[config.mk]
export PLATFORM = sky130hd
export DESIGN_NAME = tns_bus_scheduler
export DESIGN_NICKNAME = d
export VERILOG_FILES = /design/src/rtl/tns_bus_scheduler.sv
export SDC_FILE = /design/constraint.sdc
export NUM_CORES = 1
export LEC_CHECK = 0
export CELL_PAD_IN_SITES_DETAIL_PLACEMENT = 0
export CELL_PAD_IN_SITES_GLOBAL_PLACEMENT = 1
export CORE_AREA = 2 2 87 89
export CTS_BUF_LIST = sky130_fd_sc_hd__clkbuf_4
export CTS_CLUSTER_DIAMETER = 200
export DETAILED_ROUTE_END_ITERATION = 10
export DIE_AREA = 0 0 89 91
export GPL_TIMING_DRIVEN = 0
export PLACE_DENSITY = 0.94
export SYNTH_ARGS = -nofsm -noshare
export SYNTH_HDL_FRONTEND = slang
export SYNTH_SLANG_ARGS = --single-unit
[constraint.sdc]
create_clock -name clock -period 2.8 [get_ports clock]
set_input_delay 0.42 -clock clock [delete_from_list [all_inputs] [get_ports clock]]
set_output_delay 0.42 -clock clock [all_outputs]
set_load 0.005 [all_outputs]
[src/rtl/tns_bus_scheduler.sv]
// Round-robin burst scheduler that time-multiplexes NREQ sources onto one TNS encoder/bus.
// Drives the encoder word from a register and emits an owner tag aligned with the encoder's codeout.
module tns_bus_scheduler #(
    parameter int NREQ      = 4,
    parameter int DATA_W    = 18,
    parameter int MAX_BURST = 8,
    parameter int GAP_CYC   = 1
) (
    input  logic                     clock,
    input  logic                     rst,
    input  logic [NREQ-1:0]          req_valid,
    input  logic [NREQ*DATA_W-1:0]   req_data,
    output logic [NREQ-1:0]          req_ready,
    output logic [DATA_W-1:0]        enc_data,
    output logic                     tag_valid,
    output logic [$clog2(NREQ)-1:0]  tag_id,
    output logic                     busy
);
    localparam int ID_W = $clog2(NREQ);

    typedef enum logic [1:0] {
        ST_IDLE  = 2'd0,
        ST_BURST = 2'd1,
        ST_GAP   = 2'd2
    } state_t;

    state_t              state_q, state_d;
    logic [ID_W-1:0]     owner_q, owner_d;
    logic [ID_W-1:0]     rr_ptr_q, rr_ptr_d;
    logic [7:0]          beat_cnt_q, beat_cnt_d;
    logic [3:0]          gap_cnt_q, gap_cnt_d;
    logic [DATA_W-1:0]   enc_data_q, enc_data_d;
    logic                tag1_v_q, tag1_v_d;
    logic [ID_W-1:0]     tag1_id_q, tag1_id_d;
    logic                tag_valid_q, tag_valid_d;
    logic [ID_W-1:0]     tag_id_q, tag_id_d;
    logic [NREQ-1:0]     ready_q, ready_d;
    logic                busy_q, busy_d;

    logic [DATA_W-1:0]   data_arr_s [NREQ];
    logic                beat_s;
    logic                do_arb_s;
    logic [ID_W-1:0]     arb_base_s;
    logic [ID_W-1:0]     next_ptr_s;
    logic [ID_W:0]       pick_s;

    for (genvar g = 0; g < NREQ; g++) begin : g_unpack
        assign data_arr_s[g] = req_data[g*DATA_W +: DATA_W];
    end

    // Returns {found, index} of the first valid requester at or after base, wrapping.
    function automatic logic [ID_W:0] rr_pick(input logic [NREQ-1:0] valid,
                                              input logic [ID_W-1:0] base);
        logic [ID_W:0] res;
        int            idx;
        res = {(ID_W+1){1'b0}};
        for (int i = NREQ - 1; i >= 0; i--) begin
            idx = (int'(base) + i) % NREQ;
            if (valid[ID_W'(idx)]) begin
                res = {1'b1, ID_W'(idx)};
            end
        end
        return res;
    endfunction

    // Next-state, datapath and output decode for the arbiter and tag pipeline.
    always_comb begin
        state_d     = state_q;
        owner_d     = owner_q;
        rr_ptr_d    = rr_ptr_q;
        beat_cnt_d  = beat_cnt_q;
        gap_cnt_d   = gap_cnt_q;
        enc_data_d  = enc_data_q;
        do_arb_s    = 1'b0;
        arb_base_s  = rr_ptr_q;
        pick_s      = {(ID_W+1){1'b0}};
        beat_s      = (state_q == ST_BURST) && req_valid[owner_q];
        next_ptr_s  = (owner_q == ID_W'(NREQ - 1)) ? {ID_W{1'b0}} : owner_q + ID_W'(1);

        case (state_q)
            ST_IDLE: begin
                do_arb_s = 1'b1;
            end
            ST_BURST: begin
                if (beat_s) begin
                    enc_data_d = data_arr_s[owner_q];
                    beat_cnt_d = beat_cnt_q + 8'd1;
                end else begin
                    beat_cnt_d = beat_cnt_q;
                end
                // A missing beat and reaching the burst limit end the grant through the same path.
                if (!beat_s || (beat_cnt_q + 8'd1 == 8'(MAX_BURST))) begin
                    rr_ptr_d = next_ptr_s;
                    if (GAP_CYC > 0) begin
                        state_d   = ST_GAP;
                        gap_cnt_d = 4'd0;
                    end else begin
                        do_arb_s   = 1'b1;
                        arb_base_s = next_ptr_s;
                    end
                end else begin
                    state_d = ST_BURST;
                end
            end
            ST_GAP: begin
                gap_cnt_d = gap_cnt_q + 4'd1;
                if (gap_cnt_q + 4'd1 == 4'(GAP_CYC)) begin
                    do_arb_s = 1'b1;
                end else begin
                    do_arb_s = 1'b0;
                end
            end
            default: begin
                state_d = ST_IDLE;
            end
        endcase

        if (do_arb_s) begin
            pick_s = rr_pick(req_valid, arb_base_s);
            if (pick_s[ID_W]) begin
                state_d    = ST_BURST;
                owner_d    = pick_s[ID_W-1:0];
                beat_cnt_d = 8'd0;
            end else begin
                state_d = ST_IDLE;
            end
        end else begin
            pick_s = {(ID_W+1){1'b0}};
        end

        ready_d     = (state_d == ST_BURST) ? ({{(NREQ-1){1'b0}}, 1'b1} << owner_d) : {NREQ{1'b0}};
        busy_d      = (state_d != ST_IDLE);
        tag1_v_d    = beat_s;
        tag1_id_d   = beat_s ? owner_q : tag1_id_q;
        tag_valid_d = tag1_v_q;
        tag_id_d    = tag1_id_q;
    end

    // State and output registers; reset aborts any burst and drops in-flight tags.
    always_ff @(posedge clock or posedge rst) begin
        if (rst) begin
            state_q     <= ST_IDLE;
            owner_q     <= {ID_W{1'b0}};
            rr_ptr_q    <= {ID_W{1'b0}};
            beat_cnt_q  <= 8'd0;
            gap_cnt_q   <= 4'd0;
            enc_data_q  <= {DATA_W{1'b0}};
            tag1_v_q    <= 1'b0;
            tag1_id_q   <= {ID_W{1'b0}};
            tag_valid_q <= 1'b0;
            tag_id_q    <= {ID_W{1'b0}};
            ready_q     <= {NREQ{1'b0}};
            busy_q      <= 1'b0;
        end else begin
            state_q     <= state_d;
            owner_q     <= owner_d;
            rr_ptr_q    <= rr_ptr_d;
            beat_cnt_q  <= beat_cnt_d;
            gap_cnt_q   <= gap_cnt_d;
            enc_data_q  <= enc_data_d;
            tag1_v_q    <= tag1_v_d;
            tag1_id_q   <= tag1_id_d;
            tag_valid_q <= tag_valid_d;
            tag_id_q    <= tag_id_d;
            ready_q     <= ready_d;
            busy_q      <= busy_d;
        end
    end

    assign req_ready = ready_q;
    assign enc_data  = enc_data_q;
    assign tag_valid = tag_valid_q;
    assign tag_id    = tag_id_q;
    assign busy      = busy_q;

endmodule
==> summary.md <==
Outcome
• **result of the run** completed

Global routing
• **antenna violations before repair** 0
• **grt ovf** 0
• **first-pass GRT wire length** 9950 um
• **All-Layer GR Usage** 0.158
• **number of global-route vias before repair** 2147
• **pin count of the biggest net entering global routing** 30

Critical path
• **start-to-end type of the worst setup path** flip-flop to flip-flop
• **startpoint of the most critical setup path** beat_cnt_q[0]
• **startpoint of the lowest-slack register-to-register path** beat_cnt_q[0]
• **arrival time at the worst endpoint** 2.27 ns
• **CP max FO** 7
• **critical path capture point type** flip-flop
• **required time of the critical path** 3.05 ns
• **crit path launch type** flip-flop

Clocking
• **TritonCTS Sinks** 47
• **number of buffers inserted during clock tree synthesis** 5
• **Reg clk slew, reported paths** 0.15 ns
• **insertion delay to the later sink of the worst-skew pair** 0.37 ns
• **TritonCTS clock tree** done
• **Max H-tree Level** 2
• **number of setup buffers added after CTS** 0
• **largest buffer count on any clock path** 2
• **post-CTS sizing** 0
• **hold buffer count at CTS** 0
• **Clk Tree Root Cell** sky130_fd_sc_hd__clkbuf_4

Die
• **initial core utilization** 0.360
• **total core area** 7140 um2
• **number of I/O pins** 104
• **Die Height** 91 um
• **overall die width** 89 um
• **floorplan die area** 8100 um2
• **placement row count** 31

Detailed routing
• **post-detailed-route DRC marker count** 0
• **average via count per standard cell** 4.85
• **TritonRoute pass-1 iters** 4
• **antenna violation net count after detailed routing** 0
• **Total Wirelength** 5860 um
• **DRT iter0 DRCs** 78
• **total number of vias** 2033
• **post-detailed-route wirelength per cell** 14.0 um

STA
• **post-route minimum period** 2.02 ns
• **Final Slew Violations** 0
• **sum of negative setup slack** 0 ns
• **Tightest Pin Transition** 0.668 ns
• **Final Setup Violations** 0
• **unrepaired setup endpoints after global routing** false
• **fmax** 0.496 GHz
• **clock skew after layout** 0.0183 ns
• **Slew Limit Headroom** 0.552
• **fin crit share** 0.720
• **Fin. Hold Viols** 0

Min path
• **path category of the worst min-delay check** primary input to async pin

Yosys
• **list of most frequent post-synthesis cells** sky130_fd_sc_hd__dfrtp_1 (47), sky130_fd_sc_hd__mux2_2 (19), sky130_fd_sc_hd__nor2_1 (19), sky130_fd_sc_hd__mux4_2 (18), sky130_fd_sc_hd__nand2_1 (18)
• **most common flop cell mapped by yosys** sky130_fd_sc_hd__dfrtp_1
• **area share of the largest cell type after synthesis** 0.458
• **EDFF count, synth** 0
• **FFs w/ async S/R, synth** 1.00
• **sequential fraction of the synthesis area** 0.458
• **largest area contributor in the synthesized netlist** sky130_fd_sc_hd__dfrtp_1
• **count leader, synth** sky130_fd_sc_hd__dfrtp_1
• **Cells after Synth** 208
• **synthesized area** 2570 um2
• **top cells by area, synth** sky130_fd_sc_hd__dfrtp_1 (46%), sky130_fd_sc_hd__mux4_2 (16%), sky130_fd_sc_hd__mux2_2 (8.3%)
• **post-synthesis area per instance** 12.3 um2
• **number of synthesis warnings** 0
• **syn_nets** 290
• **count of state elements after synthesis** 47
• **count of distinct cell types in the synthesized netlist** 41

Cells and area
• **layout cells sized above 1** 0.188
• **net count reported at finish** 401
• **fill cell total of the finished layout** 654
• **Post-Layout Inst Area** 3820 um2
• **Layout area overhead** 48.9%
• **number of inserted diodes** 0

Placement
• **Placer Congestion** 0.804
• **post-detailed-placement cell area** 3740 um2
• **Post-DP HPWL** 4760 um
• **Port Buffers** 103

Flow run
• **count of max-cap constraint violations** 0

Pwr
• **Max VDD drop** 0.000451 V
• **Leak Pwr** 1.57 nW
• **power density over the cells** 879 nW/um2

[cell families after synthesis]
logic type,synth area share
compound gates,0.0697
mux,0.274
xor+xnor,0.0341
simple gates,0.108
buf+inv,0.0366
fa+ha+maj,0.0195
flops,0.458
[power breakdown]
| group | total, mW | switching, mW | internal [mW] | leakage (nW) |
|---|---|---|---|---|
| Sequential | 1.10 | 0.150 | 0.953 | 0.585 |
| Clock | 0.418 | 0.230 | 0.189 | 0.0432 |
| Combinational | 1.84 | 0.742 | 1.09 | 0.940 |
| Total | 3.36 | 1.12 | 2.24 | 1.57 |
[sequential cells by signal, indices dropped and copies added, names as in the netlist, 2 cells and up]
signal / cells
req_ready: 4
rr_ptr_q: 2
gap_cnt_q: 4
beat_cnt_q: 8
tag_id: 2
tag1_id_q: 2
state_q: 2
owner_q: 2
enc_data: 18
[final cells by class]
cell class	instances	area [um2]	share of cell area
Clock buffer	5	37.5	0.00982
Sequential cell	47	1180	0.308
Inverter	10	37.5	0.00982
Timing Repair Buffer	104	1050	0.275
Tap cell	99	124	0.0324
Buffer	10	56.3	0.0147
Multi-Input combinational cell	141	1300	0.339
Clock inverter	3	42.5	0.0111
[worst paths after layout]
kind | to | slack [ns] | cells past startpoint
worst min-delay path | beat_cnt_q[6] | 0.33 | 2
worst min register to register | tag_valid | 0.37 | 0
max in group asynchronous | owner_q[0] | 1.96 | 3
worst max-delay path | rr_ptr_q[0] | 0.78 | 6
min in group clock | tag_valid | 0.37 | 0
worst max register to register | rr_ptr_q[0] | 0.78 | 6
[cells in the final DEF, fill, tap and decap left out, drive strengths merged]
cell type and count:
nor4 2, mux2i 5, a21boi 1, nand3 3, a21o 1, mux4 18, o31ai 1, and2 1
o22ai 4, or2 3, a21oi 4, a211o 1, a31oi 3, o21a 1, ha 4, clkinv 1
clkbuf 6, and3 2, mux2 22, dfrtp 47, xnor2 4, nand3b 1, clkdlybuf4s50 103, nand2b 4
o21ai 4, or3b 1, buf 10, xor2 6, bufinv 1, a211oi 1, inv 11, o32ai 2
nand2 18, nand4 3, nor2 19, nor2b 2
[layer usage]
metal	global-route usage	vias to the layer above	part of all wire
met5	0	-	0
met4	0.0423	0	0.016
met3	0.0400	11	0.048
met2	0.268	55	0.52
met1	0.198	994	0.41
li1	-	973	-
[stage by stage]
step / utilization / hold slack (ns) / cells / setup slack (ns) / power [mW]
finish: 0.535 / 0.334 / 419 / 0.783 / 3.36
detailed placement: 0.524 / 0.341 / 411 / 0.595 / 2.99
floorplan: - / 0.331 / 208 / 0.970 / 2.25
global route: 0.535 / 0.380 / 419 / 0.576 / 3.61
global placement: 0.521 / 0.336 / 410 / 0.339 / 2.95
CTS: 0.535 / 0.352 / 419 / 0.760 / 3.41
[critical path: stages, from the launching register on]
cell,delay (ns)
sky130_fd_sc_hd__dfrtp_1,0.43
sky130_fd_sc_hd__ha_1,0.21
sky130_fd_sc_hd__nand2_1,0.08
sky130_fd_sc_hd__nor4_1,0.34
sky130_fd_sc_hd__nand2_1,0.20
sky130_fd_sc_hd__a31oi_4,0.30
sky130_fd_sc_hd__mux2_1,0.35
Note: power is estimated with default switching activity, not from simulation.
